**src/rtl/atom_reg_loader.sv**
```systemverilog
// atom_reg_loader: FIFO-buffered feeder for the lock-gated atom register.
// Emits one lock-low cycle per byte with an optional lock-high gap between loads.
module atom_reg_loader #(
  parameter int DEPTH = 4,
  parameter int GAP   = 2,
  parameter int CW    = $clog2(DEPTH + 1)
) (
  input  logic          clk,
  input  logic          rst,
  input  logic          wr_en,
  input  logic [7:0]    wr_data,
  input  logic          pause,
  output logic          full,
  output logic          overflow,
  output logic [CW-1:0] count,
  output logic [7:0]    data_out,
  output logic          lock_out
);

  localparam int AW = $clog2(DEPTH);
  localparam int GW = (GAP < 1) ? 1 : $clog2(GAP + 1);

  typedef enum logic [1:0] {
    IDLE,
    LOAD,
    HOLD
  } state_t;

  state_t          state;
  state_t          state_nxt;
  logic [7:0]      mem [DEPTH];
  logic [AW-1:0]   rd_ptr;
  logic [AW-1:0]   wr_ptr;
  logic [GW-1:0]   gap_cnt;
  logic [GW-1:0]   gap_nxt;
  logic [CW-1:0]   count_nxt;
  logic            push;
  logic            pop;
  logic            can_pop;

  // full blocks a push even when a pop frees a slot on the same edge
  assign push    = wr_en && !full;
  assign can_pop = (count != '0) && !pause;

  // state register and gap counter
  always_ff @(posedge clk) begin
    if (rst) begin
      state   <= IDLE;
      gap_cnt <= '0;
    end else begin
      state   <= state_nxt;
      gap_cnt <= gap_nxt;
    end
  end

  // next state, pop decision and gap countdown
  always_comb begin
    state_nxt = state;
    gap_nxt   = gap_cnt;
    pop       = 1'b0;
    unique case (state)
      IDLE: begin
        if (can_pop) begin
          pop       = 1'b1;
          state_nxt = LOAD;
        end
      end
      LOAD: begin
        if (GAP == 0) begin
          if (can_pop) begin
            pop       = 1'b1;
            state_nxt = LOAD;
          end else begin
            state_nxt = IDLE;
          end
        end else begin
          gap_nxt   = GW'(GAP);
          state_nxt = HOLD;
        end
      end
      HOLD: begin
        gap_nxt = gap_cnt - GW'(1);
        if (gap_cnt == GW'(1)) begin
          if (can_pop) begin
            pop       = 1'b1;
            state_nxt = LOAD;
          end else begin
            state_nxt = IDLE;
          end
        end
      end
      default: begin
        state_nxt = IDLE;
      end
    endcase
  end

  // occupancy after this edge's push/pop
  always_comb begin
    count_nxt = count;
    unique case ({push, pop})
      2'b10:   count_nxt = count + CW'(1);
      2'b01:   count_nxt = count - CW'(1);
      default: count_nxt = count;
    endcase
  end

  // byte storage; contents are don't-care after reset
  always_ff @(posedge clk) begin
    if (!rst && push) begin
      mem[wr_ptr] <= wr_data;
    end
  end

  // pointers, flags and registered downstream outputs
  always_ff @(posedge clk) begin
    if (rst) begin
      rd_ptr   <= '0;
      wr_ptr   <= '0;
      count    <= '0;
      full     <= 1'b0;
      overflow <= 1'b0;
      data_out <= 8'h00;
      lock_out <= 1'b1;
    end else begin
      overflow <= wr_en && full;
      if (push) begin
        wr_ptr <= wr_ptr + AW'(1);
      end
      if (pop) begin
        data_out <= mem[rd_ptr];
        rd_ptr   <= rd_ptr + AW'(1);
      end
      count    <= count_nxt;
      full     <= (count_nxt == CW'(DEPTH));
      lock_out <= (state_nxt != LOAD);
    end
  end

endmodule

```
**config.mk**
```make
export PLATFORM = sky130hd
export DESIGN_NAME = atom_reg_loader
export DESIGN_NICKNAME = d
export VERILOG_FILES = /design/src/rtl/atom_reg_loader.sv
export SDC_FILE = /design/constraint.sdc
export NUM_CORES = 1
export LEC_CHECK = 0
export CORE_MARGIN = 1.5
export CORE_UTILIZATION = 55
export CTS_CLUSTER_SIZE = 40
export DETAILED_ROUTE_END_ITERATION = 12
export DONT_BUFFER_PORTS = 1
export PLACE_DENSITY = 0.7
export SETUP_SLACK_MARGIN = 0.15
export SKIP_LAST_GASP = 1
export SLEW_MARGIN = 20
export SYNTH_ARGS = -nofsm -noshare
export SYNTH_HDL_FRONTEND = slang
export SYNTH_SLANG_ARGS = --single-unit
```
**constraint.sdc**
```tcl
create_clock -name clk -period 3.1 [get_ports clk]
set_input_delay 0.155 -clock clk [delete_from_list [all_inputs] [get_ports clk]]
set_output_delay 0.155 -clock clk [all_outputs]
set_load 0.02 [all_outputs]
```
==> results_dict.tcl <==
set metrics [dict create \
    antenna_found_initial 0 \
    nFillCells 308 \
    netlist_instances 170 \
    placed_area_um2 2340 \
    placementRows 23 \
    io_buffer_count 0 \
    grt_pass1_vias 1333 \
    dpl.hpwl_um 2730 \
    finalSetupViolCount 0 \
    via_per_inst 5.89 \
    min_to "rd_ptr[0]" \
    place_congestion 0.768 \
    slowest_delay_ns 0.37 \
    critPathArrivalTime_ns 2.83 \
    crit_family "adder cells" \
    ir_drop_mv 0.411 \
    worstSetupEndpointType "flip-flop" \
    cts_tree "done" \
    yosysMostFrequentCell "edfxtp_1" \
    critPathBufInv 2 \
    drt_iter0_drc 75 \
    wl_um 3830 \
    syn2layout_area_growth_pct 8.29 \
    drv_slew 0 \
    status "complete, no violations" \
    layout-drive-gt1-share 0.117 \
    syn-cell-area_um2 2340 \
    r2r_slack_ns 0.50 \
    clock_latency_ns 0.30 \
    antenna_left 0 \
    cp_cell_sequence "inv_1 > ha_1 > a21oi_1 > nor3_2 > ha_1 > inv_1 > fa_1 > xor2_1 > or3_1 > a211oi_1" \
    powerDensity_nw_per_um2 797 \
    die_area_um2 4650 \
    leakagePower_nw 0.856 \
    start_kind "flip-flop" \
    hold_class "input port to flip-flop" \
    core-area_um2 4060 \
    drc 0 \
    cts_sinks 54 \
    wl_per_cell_um 16.6 \
    grt_max_degree 21 \
    drv_cap 0 \
    hold_violations 0 \
    syn_nets 192 \
    grt_overflow 0 \
    synth_common_cells "32 x edfxtp_1, 22 x dfxtp_1, 14 x a21oi_1, 9 x ha_1, 9 x o31ai_1" \
    crit_type "flip-flop to flip-flop" \
    dr.pass1.iters 4 \
    grt_pass1_wl_um 6070 \
    fin_ws_ns 0.497 \
    fp.dieW_um 68.2 \
    cp_max_fo 8 \
    ys_types 42 \
    finalClockSkew_ns 0.00514 \
    finalSetupTns_ns 0 \
    fp.dieH_um 68.2 \
    ios 26 \
    synth_edf_count 32 \
    vias 1355 \
    clockBufferDepth 2 \
    rsz0062_at_grt "no" \
    fin_area_um2 2530 \
    root_buffer "clkbuf_8" \
    synth_ff_type "edfxtp_1" \
    synthTopCellsByArea "edfxtp_1 41%, dfxtp_1 19%, mux4_2 5.8%" \
    cts_max_level 2 \
    worstReg2RegEnd "full" \
    synth_top_area_frac 0.411 \
    max_freq_mhz 384 \
    avgSynthCellArea_um2 13.8 \
    slew_headroom 0.525 \
    fin_nets 201 \
    crit_required_ns 3.33 \
    cts_resized 0 \
    fin_crit_sh 0.840 \
    reg2reg_depth 10 \
    p_total_mw 2.02 \
    seq_area_frac_synth 0.599 \
    dp_slack_ns 0.509 \
    cts_buffers 5 \
    clk_pin_slew_ns 0.10 \
    start_util 0.576 \
    ys_warn_count 0 \
    r2r_start "state[0]" \
    holdWs_ns 0.0306 \
    critPathSlowestCell "fa_1" \
    synth.ff_latch_count 54 \
    hold_path_depth 2 \
    async_flop_share 0 \
    grt_usage 0.182 \
    diodes 0 \
    synth_top_cell_by_area "edfxtp_1" \
    worstMarginPinSlew_ns 0.710 \
    min_from "pause" \
    min_period_ns 2.60 \
]
cell type report:
type | count | area [um2] | share of cell area
tap | 50 | 62.6 | 0.0247
clock inverter | 3 | 26.3 | 0.0104
inverter | 10 | 37.5 | 0.0148
clock buffer | 5 | 68.8 | 0.0272
timing repair buffer | 12 | 115 | 0.0455
sequential | 54 | 1400 | 0.553
multi-input combinational | 96 | 821 | 0.324
where the power goes:
part / internal (mW) / switching (mW)
combinational: 0.260 / 0.329
clock: 0.168 / 0.238
sequential: 0.860 / 0.164
placed cells by master (no fill, tap or decap), types with 5 or more instances in the layout:
cell,count
edfxtp_1,32
dlygate4sd3_1,10
nand4_1,8
o31ai_1,9
nor2_1,7
clkbuf_8,5
nand2_1,5
mux4_2,6
inv_1,8
a21oi_1,14
dfxtp_1,22
ha_1,9
state kept, by name (all words and copies together) (netlist names):
| name | cells |
|---|---|
| mem | 32 |
| data_out | 8 |
| count | 3 |
| gap_cnt | 2 |
| rd_ptr | 2 |
| state | 2 |
| wr_ptr | 2 |
| full | 1 |
| lock_out | 1 |
| overflow | 1 |
through the flow:
step | std cells | utilization
final | 230 | 0.624
after detailed placement | 212 | 0.576
after floorplan | 170 | -
after global placement | 212 | 0.576
after global routing | 230 | 0.624
after CTS | 230 | 0.624
kinds of logic after synthesis:
kind of cell	Yosys count	share of synthesized area
adder cells (fa/ha/maj)	10	0.0567
XOR/XNOR	3	0.0112
flip-flops	54	0.599
AND/OR/NAND/NOR	39	0.0926
AO/OA/AOI/OAI	35	0.106
multiplexers	9	0.0845
buffers and inverters	20	0.0498
timing repair:
action                                 4_1_cts  5_1_grt
endpoints found under the hold margin       52        0
hold buffers                                10        0
setup buffers                                0        0
worst max path at each step:
stage,start,end,cells after the start
global placement,state[0],full,10
detailed placement,state[0],full,10
CTS,state[0],full,10
floorplan,state[0],full,12
finish,state[0],full,10
global route,state[0],full,10
routing by layer:
metal	up-vias	wire (um)	GRT usage
li1	660	-	-
met1	663	1730	0.227
met2	25	1920	0.312
met3	7	118	0.0378
met4	0	57	0.0725
met5	-	0	0
(Power assumes the default switching activity.)
